[src/rtl/fifo_rd_drain.sv]
// Read-side drain stage for an async FIFO: reads only when a word is present and
// skid space is guaranteed. Optional FIFO_RD_DRAIN_CNT_EN adds the rd_count port.
module fifo_rd_drain #(
  parameter int unsigned WIDTH = 8
) (
  input  logic             rd_clk,
  input  logic             rst_n,
  input  logic             drain_en,
  input  logic             empty,
  input  logic             underflow,
  input  logic [WIDTH-1:0] rdata,
  output logic             rd_en,
  output logic             m_valid,
  input  logic             m_ready,
  output logic [WIDTH-1:0] m_data,
  output logic [1:0]       state,
  output logic             err_underflow
`ifdef FIFO_RD_DRAIN_CNT_EN
  ,
  output logic [15:0]      rd_count
`endif
);

  localparam int unsigned DEPTH = 3;
  localparam int unsigned OCC_W = 2;

  typedef enum logic [1:0] {
    IDLE = 2'd0,
    RUN  = 2'd1,
    STOP = 2'd2
  } state_t;

  state_t           state_q, state_d;
  logic             inflight;
  logic [OCC_W-1:0] occ, occ_d;
  logic [WIDTH-1:0] skid_q [DEPTH];
  logic [WIDTH-1:0] skid_d [DEPTH];
  logic             push, pop;

  // Budget counts the word already requested from the FIFO so the buffer cannot overflow
  assign rd_en   = (state_q == RUN) && !empty &&
                   ((3'(occ) + 3'(inflight)) < 3'(DEPTH));
  assign push    = inflight;
  assign m_valid = (occ != '0);
  assign pop     = m_valid && m_ready;
  assign m_data  = skid_q[0];
  assign state   = state_q;

  always_ff @(posedge rd_clk or negedge rst_n) begin
    if (!rst_n) begin
      state_q  <= IDLE;
      inflight <= 1'b0;
    end else begin
      state_q  <= state_d;
      inflight <= rd_en;
    end
  end

  always_comb begin
    state_d = state_q;
    case (state_q)
      IDLE:    if (drain_en) state_d = RUN;
      RUN:     if (!drain_en) state_d = STOP;
      STOP:    if (!inflight) state_d = drain_en ? RUN : IDLE;
      default: state_d = IDLE;
    endcase
  end

  // Head-at-index-0 shift buffer: pop shifts down, push lands after the survivors
  always_comb begin
    skid_d = skid_q;
    occ_d  = occ;
    if (pop) begin
      skid_d[0] = skid_q[1];
      skid_d[1] = skid_q[2];
      occ_d     = occ - OCC_W'(1);
    end
    if (push) begin
      skid_d[occ_d] = rdata;
      occ_d         = occ_d + OCC_W'(1);
    end
  end

  always_ff @(posedge rd_clk or negedge rst_n) begin
    if (!rst_n) begin
      occ <= '0;
      for (int i = 0; i < DEPTH; i++) skid_q[i] <= '0;
    end else begin
      occ    <= occ_d;
      skid_q <= skid_d;
    end
  end

  always_ff @(posedge rd_clk or negedge rst_n) begin
    if (!rst_n) err_underflow <= 1'b0;
    else if (underflow) err_underflow <= 1'b1;
  end

`ifdef FIFO_RD_DRAIN_CNT_EN
  logic [15:0] rd_count_r;

  always_ff @(posedge rd_clk or negedge rst_n) begin
    if (!rst_n) rd_count_r <= '0;
    else if (pop) rd_count_r <= rd_count_r + 16'd1;
  end

  assign rd_count = rd_count_r;
`endif

endmodule

[config.mk]
export PLATFORM = sky130hd
export DESIGN_NAME = fifo_rd_drain
export DESIGN_NICKNAME = d
export VERILOG_FILES = /design/src/rtl/fifo_rd_drain.sv
export SDC_FILE = /design/constraint.sdc
export NUM_CORES = 1
export LEC_CHECK = 0
export BUFFER_PORTS_ARGS = -buffer_cell sky130_fd_sc_hd__buf_2
export CAP_MARGIN = 10
export CELL_PAD_IN_SITES_DETAIL_PLACEMENT = 1
export CELL_PAD_IN_SITES_GLOBAL_PLACEMENT = 1
export CORE_ASPECT_RATIO = 1.4
export CORE_UTILIZATION = 47
export DETAILED_ROUTE_END_ITERATION = 8
export PLACE_DENSITY = 0.8
export SLEW_MARGIN = 0
export SYNTH_ARGS = -nofsm -noshare
export SYNTH_HDL_FRONTEND = slang
export SYNTH_SLANG_ARGS = --single-unit
[constraint.sdc]
create_clock -name rd_clk -period 5.1 [get_ports rd_clk]
set_clock_uncertainty 0.05 [all_clocks]
set_input_delay 0.51 -clock rd_clk [delete_from_list [all_inputs] [get_ports rd_clk]]
set_output_delay 0.51 -clock rd_clk [all_outputs]
set_load 0.02 [all_outputs]
Word-level counts from Yosys, hierarchy flattened

Cells that the tools add are included.

Add/sub/neg operators: 3
Multiply operators: 0
Div/mod/pow operators: 0
$lt $le $gt $ge: 3
Eq/ne operators: 5
Shift operators: 0
Mux-type cells: 12
Bitwise gates (word level): 1
Reductions and logical operators: 8

Operators by type and width:

| cell                  | number |
|---|---|
| $bwmux W24            | 1 |
| $mux W24              | 1 |
| $demux W8 S2          | 1 |
| $mux W16              | 1 |
| $mux W2               | 5 |
| $mux W8               | 1 |
| $ne A2 B2 Y1 const B  | 3 |
| $pmux W2 S3           | 1 |
| $logic_and A1 B1 Y1   | 4 |
| $add A2 B1 Y3         | 1 |
| $ge A3 B3 Y1 const B  | 1 |
| $lt A3 B1 Y1 const B  | 1 |
| $lt A3 B2 Y1 const B  | 1 |
| $not A2 Y3            | 1 |
| $reduce_and A3 Y1     | 1 |
| $add A2 B1 Y2 const B | 1 |
| $eq A2 B1 Y1 const B  | 1 |
| $eq A2 B2 Y1 const B  | 1 |
| $logic_not A2 Y1      | 1 |
| $reduce_bool A2 Y1    | 1 |
| $sub A2 B1 Y2 const B | 1 |
| $logic_not A1 Y1      | 1 |
| $mux W1               | 1 |

Flip-flop bits (word level): 30
Latch bits: 0
RAM bits: 0
Bits in read-only memories: 0
Bits of input ports: 14
Output and inout bits: 13
Logic and storage cells: 39
Memories: 0

Logic depth before layout (Yosys ltp)

Depth after elaboration: 10
Mapped depth: 13
Mapped depth without buffers: 9

Worst setup path before layout

Ideal clock, no wire load.

Path type: register -> output
Start point: reg occ[0]
End point: out rd_en
Arrival time: 2.042 ns
Required time: 4.540 ns
Path slack: 2.498 ns
Stages on the path, launching flop included: 4
Buffers on the path: 0
Cells stage by stage: dfrtp_1 -> ha_1 -> ha_1 -> a2111oi_0

Cells in the longest elaborated chain, start to end: 3

RTL lines:

| element                | line | text |
|---|---|---|
| start, declared        | 35   | `logic [OCC_W-1:0] occ, occ_d;` |
| start signal, assigned | 86   | `occ <= '0;` |
| start signal, assigned | 89   | `occ <= occ_d;` |
| $add A2 B1 Y3          | 42   | `((3'(occ) + 3'(inflight)) < 3'(DEPTH));` |
| $lt A3 B2 Y1           | 42   |  |
| $logic_and A1 B1 Y1    | 41   | `assign rd_en = (state_q == RUN) && !empty &&` |
| end, declared          | 12   | `output logic rd_en,` |

Every way passes these cells.

Worst setup path in the final report

Start point: reg inflight
End point: out rd_en

Cells in the longest elaborated chain, start to end: 3

RTL lines:

| element                | line | text |
|---|---|---|
| start, declared        | 34   | `logic inflight;` |
| start signal, assigned | 55   | `inflight <= rd_en;` |
| $add A2 B1 Y3          | 42   |  |
| $lt A3 B2 Y1           | 42   |  |
| $logic_and A1 B1 Y1    | 41   |  |

Every way passes these cells.

==> run summary <==
The power density normalized to cell area came out at 605 mW/mm2. The internal power of the cells totals 0.673 mW. The total clock buffers created by CTS came out at 5. The number of synthesized register bits came out at 30. The synthesized design contains 0 enable-type register cells. The signal on the critical path passes through ha_1 > ha_1 > a2111oi_0 > buf_2. For this design, the slowest cell found on the critical path is sky130_fd_sc_hd__dfrtp_1.

For this design, the sink count on the clock tree is 30. Hold is met by 205 ps. The TritonCTS clock tree is built. The data required time at the worst endpoint is 4540 ps. The effective utilization at floorplan came out at 0.494.

The setup TNS after final layout came out at 0 ps. The number of nets with antenna violations after detailed routing came out at 0. The cell repeated most along the worst path is sky130_fd_sc_hd__ha_1. The number of nets produced by synthesis came out at 139. After global routing the overflow that remains totals 0. The post-CTS setup buffer count is 0. The async set-reset flop share out of synthesis came out at 1.00. In this run, placement finished with an instance count of 172.

The share of power burned in combinational logic came out at 0.419. The die area came out at 0.00349 mm2. The leakage power summed over all cells is 0.851 nW. The number of detailed-route iterations in the first pass is 4. The post-route fraction of the period consumed by the critical path came out at 0.515. The post-synthesis area per instance is 12.7 um2.

The number of DRC violations after detailed-routing iteration 0 came out at 4. The clock transition time at the flip-flop clock pins of the worst setup and hold paths is 60 ps. After floorplanning, the core was sized to cover 0.00309 mm2.

The number of core rows came out at 24. The tightest min-delay check is of the in -> async type. Across all layers, the routed design uses 912 vias. The synthesized cell area came out at 0.00153 mm2. The number of maximum-capacitance violations is 0. In the post-synthesis netlist, the biggest area contributors are sky130_fd_sc_hd__dfrtp_1 49%, sky130_fd_sc_hd__mux2_2 11%, sky130_fd_sc_hd__mux2_4 8.8%. The largest total area in the synthesized netlist belongs to sky130_fd_sc_hd__dfrtp_1. The worst slack at placement is 2650 ps. The total number of nets in the final design came out at 159. The global-route total usage across every layer came out at 0.191. The flow ran to the end, and the final reports show no timing, DRC or antenna violations. Among all cell types in the netlist, the one instantiated most often is sky130_fd_sc_hd__dfrtp_1. For this run, the slowest stage of the critical path takes 500 ps. The number of antenna cells inserted is 0.

The latest clock arrival within the worst-skew pair is 290 ps. The ratio of routed vias to standard cells came out at 5.07. The adder and majority gate portion of the synthesized area is 0.0409.

Compared with the post-synthesis result, the final layout area differs by 11.0%. The total DRC errors in the routed layout came out at 0. The area of combinational cells with multiple inputs came out at 657 um2. The pin count of the biggest net entering global routing is 31. The via count of the first global-routing pass came out at 1,020. The number of placed I/O pins is 27.

The transition time at the pin with the least slew margin is 668 ps. Fill cells in the final layout number 330. After synthesis, the largest family of logic cells by area is multiplexers. The share of the Yosys chip area taken by registers is 0.491. The wire-length estimate of the detail-placed layout is 2050 um.

The initial antenna violation count came out at 0. The number of warnings printed during yosys synthesis is 0. The filler-free cell count of the finished design came out at 180. The sequential power share came out at 0.391. The final-report hold violation count is 0. The congestion estimate from routability-driven global placement came to 0.721.

The number of max-slew violations in the final report is 0. The worst-case IR drop observed on VDD is 0.321 mV. Measured against its own limit, the worst slew margin works out to 0.555. The first-pass GRT wire length is 4760 um. The area share of the largest cell type after synthesis is 0.491. The wire length reported by the detailed router is 2770 um. The count of different cell masters after synthesis came out at 24. For this design the total switching power over the nets is 0.353 mW.

The commonest cells after synthesis are 30 x sky130_fd_sc_hd__dfrtp_1, 15 x sky130_fd_sc_hd__mux2_2, 10 x sky130_fd_sc_hd__nand2_1, 10 x sky130_fd_sc_hd__o21ai_0. The die boundary height came out at 69.5 um. The compound-gate portion of the synthesized area came to 0.0524. The maximum fanout along the worst path came out at 8. STA classifies the critical path endpoint as a primary output. No sink is reached through more buffers than the 2 on the longest clock path. The data arrival time of the critical path is 2070 ps. Setup violations remaining at the end of the flow were counted as 0. The critical path is of the reg -> out type. STA classifies the critical path startpoint as a flop. The final worst-path setup slack came out at 2470 ps.

Buffers placed on the I/O ports in this run total 26. Of the total power, the clock network draws 0.190. The H-tree level count came out at 2.

Hold repair after CTS inserted 0 buffers. The quantity of gates resized following cts came out at 0. The fmax came out at 0.381 GHz. The post-route minimum period came out at 2630 ps.

Measured against the total synthesized area, the mux share comes to 0.258. The cell at the root of the clock tree is sky130_fd_sc_hd__clkbuf_8. The storage element area came out at 751 um2. For this run, the leading register cell type out of synthesis is sky130_fd_sc_hd__dfrtp_1. The die is 50.2 um wide. In the final routed layout, each cell accounts on average for 15.4 um. The switching fraction of total power is 0.344. The count of mapped cells out of synthesis came out at 120. Of the total synthesized cell area, the portion taken by AND, OR, NAND and NOR gates is 0.0671. The xor/xnor share of the synthesized area came out at 0.0115. Setup repair after global routing left no endpoint under its margin. The fraction of final layout cells with drive strength greater than 1 is 0.433.
-- metrics by stage --
step           area (um2)  utilization  power (mW)
2_1_floorplan        1530            -       0.783
3_3_place_gp         1610        0.519       0.810
3_5_place_dp         1610        0.519       0.845
4_1_cts              1700        0.549        1.05
5_1_grt              1700        0.549        1.10
6_report             1700        0.549        1.03
-- final timing paths --
path / start / slack (ps) / cells past startpoint / end
worst max-delay path: inflight$_DFF_PN0_ / 2470 / 4 / rd_en
worst max register to register: occ[0]$_DFF_PN0_ / 2690 / 9 / skid_q[11]$_DFF_PN0_
max in group asynchronous: rst_n / 4370 / 1 / m_data[3]$_DFF_PN0_
worst min-delay path: rst_n / 200 / 1 / m_data[1]$_DFF_PN0_
min in group rd_clk: empty / 350 / 2 / inflight$_DFF_PN0_
worst min register to register: err_underflow$_DFFE_PN0P_ / 420 / 1 / err_underflow$_DFFE_PN0P_
-- power by group through the flow --
stage,clock network (mW),registers [mW],logic [mW]
5_1_grt,0.214,0.415,0.476
3_3_place_gp,0,0.399,0.410
4_1_cts,0.207,0.402,0.439
3_5_place_dp,0,0.408,0.437
2_1_floorplan,0,0.386,0.396
6_report,0.195,0.401,0.430
-- routing by layer --
metal / GRT usage / part of all wire / routed length, um / vias up
met5: 0 / 0 / 0 / -
li1: - / - / - / 441
met4: 0.105 / 0.025 / 68 / 0
met2: 0.310 / 0.53 / 1460 / 22
met3: 0.0724 / 0.046 / 128 / 6
met1: 0.210 / 0.40 / 1110 / 443
-- critical path, delay by kind of cell, from the launching register on --
family / cells / cell delay (ps)
buf+inv: 1 / 260
fa+ha+maj: 2 / 520
flops: 1 / 500
compound gates: 1 / 500
-- placed cells by master (no fill, tap or decap), types with 5 or more instances in the layout --
master / netlist / final
sky130_fd_sc_hd__o21ai_0: 10 / 10
sky130_fd_sc_hd__clkbuf_8: 0 / 6
sky130_fd_sc_hd__mux2_2: 15 / 15
sky130_fd_sc_hd__inv_1: 5 / 5
sky130_fd_sc_hd__dfrtp_1: 30 / 30
sky130_fd_sc_hd__mux2_4: 9 / 9
sky130_fd_sc_hd__ha_1: 5 / 5
sky130_fd_sc_hd__mux2i_1: 9 / 9
sky130_fd_sc_hd__buf_2: 1 / 26
sky130_fd_sc_hd__nand2_1: 10 / 10
-- layout make-up --
type	instances	area share
Inverter	5	0.0111
Multi-Input combinational cell	72	0.387
Tap cell	39	0.0288
Timing Repair Buffer	26	0.0767
Sequential cell	30	0.442
Clock inverter	1	0.00295
Clock buffer	7	0.0509
-- cell families after synthesis --
family,after synthesis
buffers and inverters,18
muxes,33
xor gates and xnor gates,2
adders and majority gates,5
and+or+nand+nor,19
DFF,30
AOI/OAI and AO/OA,13
(Power assumes the default switching activity.)
